**config.mk**
```make
export PLATFORM = sky130hd
export DESIGN_NAME = aes_block_loader_flat
export DESIGN_NICKNAME = d
export VERILOG_FILES = /design/src/rtl/aes_block_loader_if.sv /design/src/rtl/aes_block_loader.sv /design/src/flat_wrapper.sv
export SDC_FILE = /design/constraint.sdc
export NUM_CORES = 1
export LEC_CHECK = 0
export ABC_AREA = 1
export BUFFER_PORTS_ARGS = -buffer_cell sky130_fd_sc_hd__buf_2
export CORE_ASPECT_RATIO = 1.1
export CORE_UTILIZATION = 47
export CTS_BUF_LIST = sky130_fd_sc_hd__clkbuf_16
export CTS_CLUSTER_DIAMETER = 30
export DETAILED_ROUTE_END_ITERATION = 10
export GPL_TIMING_DRIVEN = 0
export HOLD_SLACK_MARGIN = 0.15
export PLACE_DENSITY = 0.74
export SYNTH_ARGS = -nofsm -noshare
export SYNTH_HDL_FRONTEND = slang
export SYNTH_SLANG_ARGS = --single-unit
```
**constraint.sdc**
```tcl
create_clock -name clock -period 6 [get_ports clock]
set_input_delay 0.3 -clock clock [delete_from_list [all_inputs] [get_ports clock]]
set_output_delay 0.3 -clock clock [all_outputs]
set_load 0.05 [all_outputs]
```
**src/rtl/aes_block_loader_if.sv**
```systemverilog
// Word-in / block-out handshake bundle for aes_block_loader.
// The slave modport is the loader side and the master modport is the host/datapath side.
interface aes_block_loader_if #(
    parameter int BLOCK_W = 128,
    parameter int WORD_W  = 32
);
    localparam int WORDS = BLOCK_W / WORD_W;
    localparam int CNT_W = $clog2(WORDS) + 1;

    logic               in_valid;
    logic               in_ready;
    logic [WORD_W-1:0]  in_word;
    logic               out_valid;
    logic               out_ready;
    logic [BLOCK_W-1:0] out_block;
    logic [CNT_W-1:0]   word_count;

    modport slave (
        input  in_valid,
        input  in_word,
        input  out_ready,
        output in_ready,
        output out_valid,
        output out_block,
        output word_count
    );

    modport master (
        output in_valid,
        output in_word,
        output out_ready,
        input  in_ready,
        input  out_valid,
        input  out_block,
        input  word_count
    );
endinterface

```
**src/rtl/aes_block_loader.sv**
```systemverilog
// Packs WORD_W-bit host words into one BLOCK_W-bit AES plaintext block (word 0 = MSW).
// Optional build macro AES_LOADER_BSWAP_EN byte-reverses each word before packing.
module aes_block_loader #(
    parameter int BLOCK_W = 128,
    parameter int WORD_W  = 32
) (
    input  logic              clock,
    input  logic              reset,
    input  logic              clear,
    aes_block_loader_if.slave bus
);
    localparam int WORDS = BLOCK_W / WORD_W;
    localparam int CNT_W = $clog2(WORDS) + 1;

    typedef enum logic [1:0] {
        ST_EMPTY   = 2'd0,
        ST_FILLING = 2'd1,
        ST_FULL    = 2'd2
    } state_e;

    state_e             state_q, state_d;
    logic [CNT_W-1:0]   count_q, count_d;
    logic [BLOCK_W-1:0] block_q, block_d;
    logic               valid_q, valid_d;

    logic               in_ready_s;
    logic               accept_s;
    logic               consume_s;
    logic [CNT_W-1:0]   slot_s;
    logic               write_s;
    logic [WORD_W-1:0]  word_s;

    function automatic logic [WORD_W-1:0] pack_word(input logic [WORD_W-1:0] w);
        logic [WORD_W-1:0] r;
`ifdef AES_LOADER_BSWAP_EN
        for (int b = 0; b < WORD_W / 8; b++) begin
            r[WORD_W-1-8*b -: 8] = w[8*b +: 8];
        end
`else
        r = w;
`endif
        return r;
    endfunction

    assign in_ready_s = ~reset & ~clear & ((state_q != ST_FULL) | bus.out_ready);
    assign accept_s   = bus.in_valid & in_ready_s;
    assign consume_s  = valid_q & bus.out_ready;
    assign word_s     = pack_word(bus.in_word);

    // Next-state, count and slot selection for the packer.
    always_comb begin
        state_d = state_q;
        count_d = count_q;
        valid_d = valid_q;
        slot_s  = '0;
        write_s = 1'b0;
        if (clear) begin
            state_d = ST_EMPTY;
            count_d = '0;
            valid_d = 1'b0;
        end else begin
            case (state_q)
                ST_EMPTY, ST_FILLING: begin
                    if (accept_s) begin
                        write_s = 1'b1;
                        slot_s  = count_q;
                        count_d = count_q + CNT_W'(1);
                        if (count_q == CNT_W'(WORDS - 1)) begin
                            state_d = ST_FULL;
                            valid_d = 1'b1;
                        end else begin
                            state_d = ST_FILLING;
                            valid_d = 1'b0;
                        end
                    end else begin
                        state_d = state_q;
                    end
                end
                ST_FULL: begin
                    if (consume_s && accept_s) begin
                        // Block leaves while the next block's first word lands in slot 0.
                        write_s = 1'b1;
                        slot_s  = '0;
                        count_d = CNT_W'(1);
                        if (WORDS == 1) begin
                            state_d = ST_FULL;
                            valid_d = 1'b1;
                        end else begin
                            state_d = ST_FILLING;
                            valid_d = 1'b0;
                        end
                    end else if (consume_s) begin
                        state_d = ST_EMPTY;
                        count_d = '0;
                        valid_d = 1'b0;
                    end else begin
                        state_d = ST_FULL;
                    end
                end
                default: begin
                    state_d = ST_EMPTY;
                    count_d = '0;
                    valid_d = 1'b0;
                end
            endcase
        end
    end

    // Block datapath: only the selected slot is overwritten.
    always_comb begin
        block_d = block_q;
        for (int k = 0; k < WORDS; k++) begin
            if (write_s && (slot_s == CNT_W'(k))) begin
                block_d[BLOCK_W-1-k*WORD_W -: WORD_W] = word_s;
            end else begin
                block_d[BLOCK_W-1-k*WORD_W -: WORD_W] = block_q[BLOCK_W-1-k*WORD_W -: WORD_W];
            end
        end
    end

    // State, count, block and valid registers.
    always_ff @(posedge clock or posedge reset) begin
        if (reset) begin
            state_q <= ST_EMPTY;
            count_q <= '0;
            block_q <= '0;
            valid_q <= 1'b0;
        end else begin
            state_q <= state_d;
            count_q <= count_d;
            block_q <= block_d;
            valid_q <= valid_d;
        end
    end

    assign bus.in_ready   = in_ready_s;
    assign bus.out_valid  = valid_q;
    assign bus.out_block  = block_q;
    assign bus.word_count = count_q;
endmodule

```
**src/flat_wrapper.sv**
```systemverilog
// flat-port wrapper written by rule: the top's interface ports become plain ports
module aes_block_loader_flat 
#(
    parameter int BLOCK_W = 128,
    parameter int WORD_W  = 32
)
  (clock, reset, clear, bus_in_valid, bus_in_word, bus_out_ready, bus_in_ready, bus_out_valid, bus_out_block, bus_word_count);
  aes_block_loader_if #(.BLOCK_W(BLOCK_W), .WORD_W(WORD_W)) bus_i ();
  input  logic clock;
  input  logic reset;
  input  logic clear;
  input wire logic [$bits(bus_i.in_valid)-1:0] bus_in_valid;
  input wire logic [$bits(bus_i.in_word)-1:0] bus_in_word;
  input wire logic [$bits(bus_i.out_ready)-1:0] bus_out_ready;
  output wire logic [$bits(bus_i.in_ready)-1:0] bus_in_ready;
  output wire logic [$bits(bus_i.out_valid)-1:0] bus_out_valid;
  output wire logic [$bits(bus_i.out_block)-1:0] bus_out_block;
  output wire logic [$bits(bus_i.word_count)-1:0] bus_word_count;
  assign bus_i.in_valid = bus_in_valid;
  assign bus_i.in_word = bus_in_word;
  assign bus_i.out_ready = bus_out_ready;
  assign bus_in_ready = bus_i.in_ready;
  assign bus_out_valid = bus_i.out_valid;
  assign bus_out_block = bus_i.out_block;
  assign bus_word_count = bus_i.word_count;
  aes_block_loader #(.BLOCK_W(BLOCK_W), .WORD_W(WORD_W)) u_core (.clock(clock), .reset(reset), .clear(clear), .bus(bus_i));
endmodule
```
==> impl_results.md <==
* Status: completed
* Clk_lat worst skew at ~0.4 ns
* Power Total at 4.128 mW
* Placement Rows at 41
* Setup TNS at 0 ns
* Worst reg2reg endpoint: u_core.bus.out_block[115]
* Synthesized cell area at ~0.0057 sq mm
* Clock root buffer: clkbuf_16
* Net count, final at between 700 and 800
* Place WS at 4.350 ns
* Leak at about 4.0 nW
* # clock sinks at about 130
* TritonRoute pass-1 iters at 4
* Post-synth ARST share at 100.0%
* Diode count at 0
* Total number of vias at between 4k and 5k
* Crit. Startpoint: reset
* Worst R2R Path Depth at 6
* #FFs+latches synth at 134
* RSZ-0062 raised after global routing: false
* First-pass GRT wire length at 23.76 mm
* Post-Layout Inst Area at between 0.007 and 0.008 sq mm
* Crit start category: input pin
* Flop2flop setup slack at around 4.4 ns
* DR vias/cell at between 5 and 6
* Final min period at roughly 1.9 ns
* Synth Instances at approximately 540
* Worst EP required at between 5 and 6 ns
* CTS buffer count at 17
* Synth top area share at 58.99%
* Die width at 106.9 um
* Initial drt markers at roughly 190
* Layout cell share with drive strength beyond 1 at 43.54%
* Ys Warns at 0
* Placed cell count at approximately 860
* Vias in the first global route at 4,575
* Post-synth EDFFs at 0
* Hold Buf Count CTS at 5
* Setup CP Type: input pin to output pin
* # fillers at between 900 and 1k
* Hold Vio Cnt, Final at 0
* Clock buffer depth at 2
* Pins Over Slew Limit at 0
* Most area-hungry cell type in the Yosys netlist: dfrtp_1
* RD Place Congestion at about 0.8
* Worst Path Max Fanout at 3
* Die ar. at 0.01254 sq mm
* # IOs at 170
* Sequential element share of the synthesized area at between 50% and 60%
* Worst reg2reg startpoint: u_core.state_q[0]
* Core box area at roughly 0.012 sq mm
* P&R area growth vs syn at 30.24%
* DRT antenna net count at 0
* Final setup violation count at 0
* Most instantiated library cell after synthesis: nand2_1
* Area post-placement at around 0.0068 sq mm
* Largest net degree at the start of global routing at 103
* Peak Freq at roughly 530 MHz
* PwrDens at between 500 and 600 mW/mm^2
* Final period util at between 30% and 40%
* Avg WL per Cell at between 15 and 20 um
* Total congestion overflow at 0
* Detailed-route wire length at roughly 15 mm
* Post-CTS Setup Inserts at 0
* Layout Cells excl Fill at between 900 and 1k
* Total global-route track usage at about a quarter
* Syn Nets at 583
* Initial core utilization at approximately half
* Critical path data arrival time at 1.59 ns
* Syn_area_per_cell at about 10 sq um
* Setup ws final at slightly above 4 ns
* H-tree depth at 4
* Post-CTS sizing at 0
* VDD IR max at roughly 0.29 mV
* Worst rel slew slack at 60.55%
* Clock skew at slightly above 0.008 ns
* Critical Path Sink Type: output pin
* Port Buf Inserts at between 150 and 200
* CTS tree: built
* Initial antenna violation count at 0
* Slew at the pin with the worst max-slew slack at 0.5918 ns
* Die height at 117.3 um
* Synth top area cells: dfrtp_1 59%, nand2_1 9.4%, o21ai_2 7.9%
* Min-Delay Path Class: input pin to flip-flop
* DRC viols at 0
* Synth unique cells at 23
* Critical Path End: bus_in_ready
* Worst-path clk slew at ~0.060 ns
* Top post-synthesis cells by count: 142 x nand2_1, 134 x dfrtp_1, 51 x o21ai_2
* Detailed placement HPWL at between 10 and 15 mm
* Ys flop type: dfrtp_1
* Max-Cap Viols at 0
where the power goes:
part / internal [mW] / total (mW) / switching, mW
registers: 1.18 / 1.33 / 0.156
clock network: 0.656 / 1.06 / 0.407
logic: 0.376 / 1.73 / 1.36
total: 2.21 / 4.13 / 1.92
worst max-delay path: stages:
cell           delay, ns
dlygate4sd3_1       0.53
buf_2               0.15
nor2_2              0.22
nand2_1             0.09
inv_1               0.05
buf_2               0.25
area by class of cell:
cell class / instances / area [sq um] / share of cell area, %
flip-flops and latches: 134 / 3353 / 45.29
clock inverters: 15 / 177.7 / 2.400
clock buffers: 17 / 425.4 / 5.746
well taps: 150 / 187.7 / 2.535
plain buffers: 30 / 277.8 / 3.752
repair buffers: 175 / 923.4 / 12.47
multi-input cells: 334 / 1881 / 25.40
inverters: 46 / 177.7 / 2.400
layer usage:
| metal | vias up | GRT usage [%] | wire, um |
|---|---|---|---|
| met5 | - | 0 | 0 |
| met4 | 0 | 8.990 | 282 |
| met3 | 26 | 6.837 | 940 |
| met2 | 164 | 40.08 | 7343 |
| met1 | 2241 | 31.18 | 6120 |
| li1 | 2168 | - | - |
logic make-up (layout without fill, tap and decap cells):
group	count (synthesis)	in the layout	synth area share [%]
AO/OA/AOI/OAI	101	101	14.11
flip-flops	134	134	58.99
adder cells (fa/ha/maj)	2	2	0.4402
AND/OR/NAND/NOR	231	231	18.53
buffers and inverters	76	283	7.924
sequential cells by signal, summed over array words and instances (netlist names):
name                   cells
u_core.bus.word_count      3
u_core.bus.out_block     128
u_core.bus.out_valid       1
u_core.state_q             2
cells in the final DEF, fill, tap and decap left out, types with 4 or more instances in the layout:
cell type      Yosys  layout
a21oi_1            4       4
a21oi_2           28      28
buf_2              6     175
buf_6             21      21
clkbuf_16          0      17
dfrtp_1          134     134
dlygate4sd3_1      0       5
inv_1             42      42
inv_2              4       4
inv_6              0       5
nand2_1          142     142
nand4_1           32      32
nor2_1            39      39
nor2_4             4       4
o21ai_0            5       5
o21ai_1           13      13
o21ai_2           51      51
stage by stage:
| step | hold slack (ns) | utilization (%) |
|---|---|---|
| after detailed placement | 0.3130 | 57.97 |
| after global routing | 0.1591 | 63.58 |
| after global placement | 0.4507 | 57.69 |
| final | 0.1671 | 63.58 |
| after floorplan | 0.4552 | - |
| after CTS | 0.1505 | 63.58 |
worst min-delay path by stage:
| stage | startpoint | cells after the start | slack, ns | end |
|---|---|---|---|---|
| 4_1_cts | bus_in_word[12] | 3 | 0.15 | u_core.bus.out_block[108] |
| 5_1_grt | bus_in_word[3] | 3 | 0.16 | u_core.bus.out_block[99] |
| 3_5_place_dp | reset | 2 | 0.31 | u_core.state_q[0] |
| 3_3_place_gp | u_core.bus.out_block[127] | 2 | 0.45 | u_core.bus.out_block[127] |
| 2_1_floorplan | bus_in_word[8] | 2 | 0.46 | u_core.bus.out_block[104] |
| 6_report | bus_in_word[12] | 3 | 0.17 | u_core.bus.out_block[108] |
Note: power is estimated with default switching activity, not from simulation.
